==> src/rtl/mem_port_arbiter_pkg.sv <==
// Shared types for the memory port arbiter: FSM states, grant owners
// and the width of the WAIT timeout counter.
package mem_port_arbiter_pkg;

   typedef enum logic [1:0] {
      ST_IDLE = 2'b00,
      ST_WAIT = 2'b01,
      ST_DONE = 2'b10
   } arb_state_t;

   typedef enum logic {
      OWN_IF = 1'b0,
      OWN_D  = 1'b1
   } owner_t;

   localparam int TIMER_W = 8;

endpackage

==> src/rtl/mem_port_arbiter_timer.sv <==
// Timeout counter for the WAIT state: cleared outside WAIT, counts each
// waiting cycle and flags the cycle on which the limit is reached.
module mem_arb_timer
   import mem_port_arbiter_pkg::*;
#(
   parameter int LIMIT = 255
) (
   input  logic clk,
   input  logic rst,
   input  logic clear,
   input  logic enable,
   output logic terminal
);

   localparam logic [TIMER_W-1:0] LAST = TIMER_W'(LIMIT - 1);

   logic [TIMER_W-1:0] count_q;

   // Count cycles spent waiting on the memory, restarting from zero per access
   always_ff @(posedge clk or negedge rst) begin
      if (!rst)
         count_q <= '0;
      else if (clear)
         count_q <= '0;
      else if (enable)
         count_q <= count_q + TIMER_W'(1);
   end

   assign terminal = enable && (count_q == LAST);

endmodule

==> src/rtl/mem_port_arbiter.sv <==
// Shares one single-port memory between instruction fetch and data access.
// One access at a time, bounded by a timeout, with a streak limit that keeps
// a busy data side from starving fetch. All outputs are registered.
module mem_port_arbiter
   import mem_port_arbiter_pkg::*;
#(
   parameter int AW          = 32,
   parameter int DW          = 32,
   parameter int TIMEOUT     = 255,
   parameter int MAX_DSTREAK = 4
) (
   input  logic          clk,
   input  logic          rst,
   input  logic          if_req,
   input  logic [AW-1:0] if_addr,
   output logic [DW-1:0] if_rdata,
   output logic          if_ack,
   input  logic          d_req,
   input  logic          d_we,
   input  logic [AW-1:0] d_addr,
   input  logic [DW-1:0] d_wdata,
   output logic [DW-1:0] d_rdata,
   output logic          d_ack,
   output logic          err,
   output logic          mem_req,
   output logic          mem_we,
   output logic [AW-1:0] mem_addr,
   output logic [DW-1:0] mem_wdata,
   input  logic [DW-1:0] mem_rdata,
   input  logic          mem_ack,
   output logic          owner
);

   localparam int            SW         = $clog2(MAX_DSTREAK + 1);
   localparam logic [SW-1:0] STREAK_MAX = SW'(MAX_DSTREAK);

   arb_state_t    state_q, state_d;
   owner_t        owner_q, owner_d;
   logic [SW-1:0] streak_q, streak_d;
   logic          grant, grant_data;
   logic          timer_term, access_end;

   logic          mem_req_d, mem_we_d;
   logic [AW-1:0] mem_addr_d;
   logic [DW-1:0] mem_wdata_d;
   logic          if_ack_d, d_ack_d, err_d;
   logic [DW-1:0] if_rdata_d, d_rdata_d;

   mem_arb_timer #(
      .LIMIT    (TIMEOUT)
   ) u_timer (
      .clk      (clk),
      .rst      (rst),
      .clear    (state_q != ST_WAIT),
      .enable   (state_q == ST_WAIT),
      .terminal (timer_term)
   );

   assign access_end = (state_q == ST_WAIT) && (mem_ack || timer_term);
   assign owner      = owner_q;

   // Pick the winner in IDLE: data first unless fetch has waited out a full streak
   always_comb begin
      grant      = 1'b0;
      grant_data = 1'b0;
      streak_d   = streak_q;
      if (state_q == ST_IDLE) begin
         if (d_req && !(if_req && (streak_q == STREAK_MAX))) begin
            grant      = 1'b1;
            grant_data = 1'b1;
         end else if (if_req) begin
            grant = 1'b1;
         end
      end
      if (grant) begin
         if (grant_data && if_req)
            streak_d = (streak_q == STREAK_MAX) ? streak_q : streak_q + SW'(1);
         else
            streak_d = '0;
      end
   end

   // Hold the FSM state
   always_ff @(posedge clk or negedge rst) begin
      if (!rst)
         state_q <= ST_IDLE;
      else
         state_q <= state_d;
   end

   // Step through one access: IDLE grants, WAIT ends on ack or timeout, DONE lasts one cycle
   always_comb begin
      state_d = state_q;
      case (state_q)
         ST_IDLE: if (grant) state_d = ST_WAIT;
         ST_WAIT: if (access_end) state_d = ST_DONE;
         ST_DONE: state_d = ST_IDLE;
         default: state_d = ST_IDLE;
      endcase
   end

   // Work out the next registered outputs; a stray mem_ack outside WAIT changes nothing
   always_comb begin
      mem_req_d   = mem_req;
      mem_we_d    = mem_we;
      mem_addr_d  = mem_addr;
      mem_wdata_d = mem_wdata;
      owner_d     = owner_q;
      if_ack_d    = 1'b0;
      d_ack_d     = 1'b0;
      err_d       = 1'b0;
      if_rdata_d  = '0;
      d_rdata_d   = '0;
      if (grant) begin
         mem_req_d   = 1'b1;
         owner_d     = grant_data ? OWN_D : OWN_IF;
         mem_we_d    = grant_data ? d_we : 1'b0;
         mem_addr_d  = grant_data ? d_addr : if_addr;
         mem_wdata_d = grant_data ? d_wdata : '0;
      end else if (access_end) begin
         mem_req_d   = 1'b0;
         mem_we_d    = 1'b0;
         mem_addr_d  = '0;
         mem_wdata_d = '0;
         err_d       = !mem_ack;
         if (owner_q == OWN_D) begin
            d_ack_d   = 1'b1;
            d_rdata_d = mem_ack ? mem_rdata : '0;
         end else begin
            if_ack_d   = 1'b1;
            if_rdata_d = mem_ack ? mem_rdata : '0;
         end
      end
   end

   // Register outputs, owner and streak so reset drops everything at once
   always_ff @(posedge clk or negedge rst) begin
      if (!rst) begin
         mem_req   <= 1'b0;
         mem_we    <= 1'b0;
         mem_addr  <= '0;
         mem_wdata <= '0;
         if_ack    <= 1'b0;
         d_ack     <= 1'b0;
         err       <= 1'b0;
         if_rdata  <= '0;
         d_rdata   <= '0;
         owner_q   <= OWN_IF;
         streak_q  <= '0;
      end else begin
         mem_req   <= mem_req_d;
         mem_we    <= mem_we_d;
         mem_addr  <= mem_addr_d;
         mem_wdata <= mem_wdata_d;
         if_ack    <= if_ack_d;
         d_ack     <= d_ack_d;
         err       <= err_d;
         if_rdata  <= if_rdata_d;
         d_rdata   <= d_rdata_d;
         owner_q   <= owner_d;
         streak_q  <= streak_d;
      end
   end

endmodule

==> config.mk <==
export PLATFORM = sky130hd
export DESIGN_NAME = mem_port_arbiter
export DESIGN_NICKNAME = d
export VERILOG_FILES = /design/src/rtl/mem_port_arbiter_pkg.sv /design/src/rtl/mem_port_arbiter_timer.sv /design/src/rtl/mem_port_arbiter.sv
export SDC_FILE = /design/constraint.sdc
export NUM_CORES = 1
export LEC_CHECK = 0
export BUFFER_PORTS_ARGS = -buffer_cell sky130_fd_sc_hd__buf_2
export CELL_PAD_IN_SITES_DETAIL_PLACEMENT = 1
export CELL_PAD_IN_SITES_GLOBAL_PLACEMENT = 2
export CORE_UTILIZATION = 31
export DETAILED_ROUTE_END_ITERATION = 10
export PLACE_DENSITY_LB_ADDON = 0.1
export REMOVE_ABC_BUFFERS = 1
export SYNTH_ARGS = -nofsm -noshare
export SYNTH_HDL_FRONTEND = slang
export SYNTH_SLANG_ARGS = --single-unit
==> constraint.sdc <==
create_clock -name clk -period 3.72 [get_ports clk]
set_input_delay 0.744 -clock clk [delete_from_list [all_inputs] [get_ports clk]]
set_output_delay 0.744 -clock clk [all_outputs]
set_load 0.03 [all_outputs]
Yosys cells after proc, flatten, opt, wreduce, memory -nomap -nowiden
Index checks and enable logic that the tools add are counted.

storage, ports and cells
  logic and storage cells = 72
  register bits after elaboration = 147
  bits of input ports = 134

cells by class
  equality and inequality tests = 7
  reduce and logical (&&, ||, !) cells = 13
  add/sub/neg operators = 2
  multiplexer cells = 37

operators with widths
  cell                                                                     number
  32-bit two-way mux                                                       12
  1-bit two-way mux                                                        18
  8-bit two-way mux                                                        2
  8-bit by 1-bit adder with 8-bit output, second input constant            1
  8-bit equality test, second input constant                               1
  3-bit two-way mux                                                        2
  2-bit inequality test, second input constant                             3
  1-bit logical AND                                                        5
  2-bit two-way mux                                                        2
  2-bit case mux with 2 select lines                                       1
  2-bit AND reduction                                                      2
  2-bit nonzero test                                                       2
  3-bit by 1-bit adder with 3-bit output, second input constant            1
  3-bit equality test, second input constant                               1
  2-bit by 1-bit equality test with 1-bit output, second input constant    1
  1-bit logical NOT                                                        2
  2-bit logical NOT                                                        1
  2-bit by 1-bit inequality test with 1-bit output, second input constant  1
  1-bit logical OR                                                         1

Longest topological paths before layout
  word-level depth = 9
  mapped depth = 8
  depth with buffers taken out = 6

Modules after synthesis
Synthesis repeated with hierarchy kept, for this count alone.

unflattened totals
  cell total of the unflattened synthesis = 477
  area, all modules = 5,671.7 µm²

modules (own cells, without submodules)
  module            instances  area each (µm²)  seq. area each (µm²)  cells an instance
  mem_port_arbiter  1          5,260.0          3,478.3               436
  mem_arb_timer     1          411.6            200.2                 41

Worst setup path before layout
Ideal clock, no wire load.

  kind = input to register
  start = in if_req
  end = reg mem_addr[10]
  library setup time = 0.130 ns
  path buffers = 3
  slack = 1.873 ns
  cell stages on the path = 7
  arrival = 1.717 ns
  cells stage by stage = buf_2 > nand3_1 > nand3_1 > buf_4 > buf_2 > mux2i_1 > o2bb2ai_1

between the ends
  longest elaborated chain between the ends = 7
  elaborated cells on any way between the ends = 11
  classes of those cells = mux (7); reduce/logical (4)

ends and longest elaborated chain
  what                  RTL line                 text
  from (decl)           mem_port_arbiter.sv:14   input logic if_req,
  1-bit logical AND     mem_port_arbiter.sv:68   if (d_req && !(if_req && (streak_q == STREAK_MAX))) begin
  1-bit logical NOT     mem_port_arbiter.sv:68
  1-bit logical AND     mem_port_arbiter.sv:68
  1-bit two-way mux     mem_port_arbiter.sv:68
  1-bit two-way mux     mem_port_arbiter.sv:67   if (state_q == ST_IDLE) begin
  32-bit two-way mux    mem_port_arbiter.sv:118  mem_addr_d = grant_data ? d_addr : if_addr;
  32-bit two-way mux    mem_port_arbiter.sv:114  if (grant) begin
  to (signal assigned)  mem_port_arbiter.sv:153  mem_addr <= mem_addr_d;
  to (decl)             mem_port_arbiter.sv:27   output logic [AW-1:0] mem_addr,

Several ways; a longest one is shown, not always the timed one.
A chain may end at the register's enable or synchronous reset.

Final worst setup path
  start = reg state_q[1]
  end = reg mem_addr[16]

between the ends
  longest elaborated chain between the ends = 5
  elaborated cells on any way between the ends = 10
  classes of those cells = eq/ne (1); mux (4); reduce/logical (5)

ends and longest elaborated chain
  what                                            RTL line                                        text
  from (decl)                                     mem_port_arbiter.sv:37                          arb_state_t state_q, state_d;
  from (signal assigned)                          mem_port_arbiter.sv:88                          state_q <= state_d;
  2-bit by 1-bit equality test with 1-bit output  mem_port_arbiter.sv:55, mem_port_arbiter.sv:59
  1-bit logical AND                               mem_port_arbiter_timer.sv:29                    assign terminal = enable && (count_q == LAST);
  1-bit logical OR                                mem_port_arbiter.sv:59                          assign access_end = (state_q == ST_WAIT) && (mem_ack || timer_term);
  1-bit logical AND                               mem_port_arbiter.sv:59
  2-bit nonzero test (no line)                    n/a

Several ways; a longest one is shown, not always the timed one.

==> metrics.cfg <==
[outcome]
status = complete, no violations

[worst_setup_path]
crit_fanout = 22
crit_type = reg -> reg
startpoint_type = flip-flop
cp_data_arrival_time_ps = 2370
worst_setup_path_end_kind = flip-flop
crit_required_ps = 4010

[layout]
final_cell_mix = 266 x buf_2, 147 x dfrtp_1, 62 x and2_1
fin_util_pct = 44.14
fillerInstances = 1900
synthToLayoutAreaGrowth_pct = 39.19
drive_gt1_share_pct = 45.83
fin_nets = 797
final_common_cell = buf_2

[sta]
hold_viol = 0
slew_viol_final = 0
fmax_ghz = 0.4799
fin_skew_ps = 6.891
holdWs_ps = 216.0
fin_ws_ps = 1636
fin_crit_sh_pct = 56.01
period_needed_ps = 2084
rsz0062_at_grt = false
setup_tns_ps = 0
setup_viol_count_final = 0
tightest_slew_ps = 1044
max_slew_margin_pct = 30.37

[cts]
clock_sinks = 147
htreeDepth = 4
cts_made_buffers = 17
path_clk_slew_ps = 60
cts_root_buf = clkbuf_16
cts_hold_buf = 0
cts_tree = yes
cts-resized-gates = 0
clk_path_buf_depth = 2
clkLatencyLatePin_ps = 420
cts_setup_buffers = 0

[flow_run]
cap_violations = 0

[routing]
top_layer = met4
firstDrtPassIters = 4
wl_um = 15550
via_per_inst = 4.629
wl_met1_um = 6326
routedWlPerCell_um = 17.32
drtAntennaViolNets = 0
wl_met3_um = 1465
drtIter0Drc = 138
drcViolationCount = 0
vias = 4157
wl_met2_um = 7574

[yosys]
synth_warnings = 0
yosysTopAreaCell = dfrtp_1
synth_compound_area_share_pct = 11.72
synthAdderAreaFrac_pct = 0.9155
synthCells = 393
syn-cell-area_um2 = 5466
ys_seq_elements = 147
ys_seq_area_share_pct = 67.29
synth.area.mux_share_pct = 5.859
synth.avg_cell_area_um2 = 13.91
synth_xor_xnor_area_share_pct = 0.9613
synth_top_family_by_area = compound AO/OA/AOI/OAI gates
yosys.area.top_type_share_pct = 67.29
synth_area_leaders = dfrtp_1 67%, and2_1 7.1%, mux2i_1 5.9%, a22o_1 5.3%, o2bb2ai_1 5.1%
yosys.area_share.simple_pct = 10.28
synth.distinct_cells = 31

[floorplan]
io_pins = 268
die_w_um = 134.8
rows = 48
coreArea_um2 = 17240
initial_core_util_pct = 31.71
die_y_um = 134.8
die-area_um2 = 18170

[pwr]
power_density_nw_per_um2 = 847.4
cellLeakagePower_nw = 4.277
peakVddDrop_mv = 0.3223

[grt]
grt_start_max_net_pins = 71
antenna_found_initial = 1
first_global_vias = 4460
grt_pass1_wl_um = 24180
grt-ovfl-total = 0
grt_usage_pct = 17.58

[placement]
io_buffers = 267
dpl.hpwl_um = 10990
post-place-ws_ps = 1433
place.gp.congestion = 0.7253

[worst_hold_path]
min_path_type = in -> async

## flip-flops by register name, indices dropped and copies added, names as in the netlist
| name | count |
|---|---|
| mem_req | 1 |
| owner | 1 |
| d_ack | 1 |
| mem_wdata | 32 |
| err | 1 |
| if_ack | 1 |
| mem_addr | 32 |
| d_rdata | 32 |
| streak_q | 3 |
| if_rdata | 32 |
| state_q | 2 |
| u_timer.count_q | 8 |
| mem_we | 1 |
## path summary, 6_finish.rpt
check / from / to / slack (ps) / cells past startpoint
max: state_q[1]$_DFFE_PN0P_ / mem_addr[16]$_DFFE_PN0P_ / 1640 / 5
min: rst / mem_wdata[22]$_DFFE_PN0P_ / 220 / 1
max reg2reg: state_q[1]$_DFFE_PN0P_ / mem_addr[16]$_DFFE_PN0P_ / 1640 / 5
min reg2reg: mem_addr[3]$_DFFE_PN0P_ / mem_addr[3]$_DFFE_PN0P_ / 480 / 1
max in group asynchronous: rst / d_rdata[29]$_DFF_PN0_ / 2630 / 2
min in group clk: mem_addr[3]$_DFFE_PN0P_ / mem_addr[3]$_DFFE_PN0P_ / 480 / 1
## routing by layer
| layer | up-vias | global-route usage (%) |
|---|---|---|
| li1 | 1913 | - |
| met1 | 2069 | 20.82 |
| met2 | 161 | 28.98 |
| met3 | 14 | 6.869 |
| met4 | 0 | 6.242 |
| met5 | - | 0 |
## report_power, final
group / internal, W / switching (W) / total, W / leakage (nW)
Clock: 0.000959 / 0.000719 / 0.00168 / 0.282
Sequential: 0.00206 / 0.000233 / 0.00230 / 1.96
Combinational: 0.000765 / 0.00171 / 0.00247 / 2.04
Total: 0.00379 / 0.00266 / 0.00645 / 4.28
## final cells by class
class                           instances  area, um^2  area share, %
Sequential cell                       147        3679          48.35
Clock buffer                           18       439.2          5.772
Inverter                                5       18.77         0.2467
Clock inverter                         14       146.4          1.924
Tap cell                              225       281.5          3.700
Multi-Input combinational cell        215        1642          21.58
Antenna cell                            1       2.502        0.03289
Timing Repair Buffer                  273        1400          18.40
## through the flow
stage | power (W) | area (um^2) | instances
after CTS | 0.006555 | 7606 | 897
after floorplan | 0.003937 | 5323 | 367
after global routing | 0.006806 | 7609 | 898
final | 0.006448 | 7609 | 898
after detailed placement | 0.004832 | 7020 | 865
after global placement | 0.004782 | 7020 | 865
## kinds of logic after synthesis
| family | Yosys count |
|---|---|
| xor+xnor | 6 |
| compound gates | 76 |
| flops | 147 |
| simple gates | 97 |
| buf+inv | 31 |
| fa+ha+maj | 4 |
| mux | 32 |
## synthesized netlist by cell type
master     number
dfrtp_1       147
and2_1         62
a22o_1         33
mux2i_1        32
o2bb2ai_1      32
clkbuf_1       12
nor2_1         12
buf_2           7
nand3_1         6
inv_1           5
nand2_1         5
xor2_1          5
and3_1          4
buf_4           4
ha_1            4
o21ai_0         4
buf_6           3
nor3_1          2
o21a_1          2
a21o_1          1
a21oi_1         1
a21oi_2         1
a41o_1          1
and2b_1         1
and4_1          1
nand2b_1        1
nand3b_1        1
nand4_1         1
nand4b_1        1
o21ai_1         1
xnor2_1         1
## critical path, cell delays in order (launching register included)
cell	delay [ps]
dfrtp_1	380
nor2_1	390
nand3_2	460
buf_4	420
mux2i_1	200
o2bb2ai_1	90
Note: power is estimated with default switching activity, not from simulation.
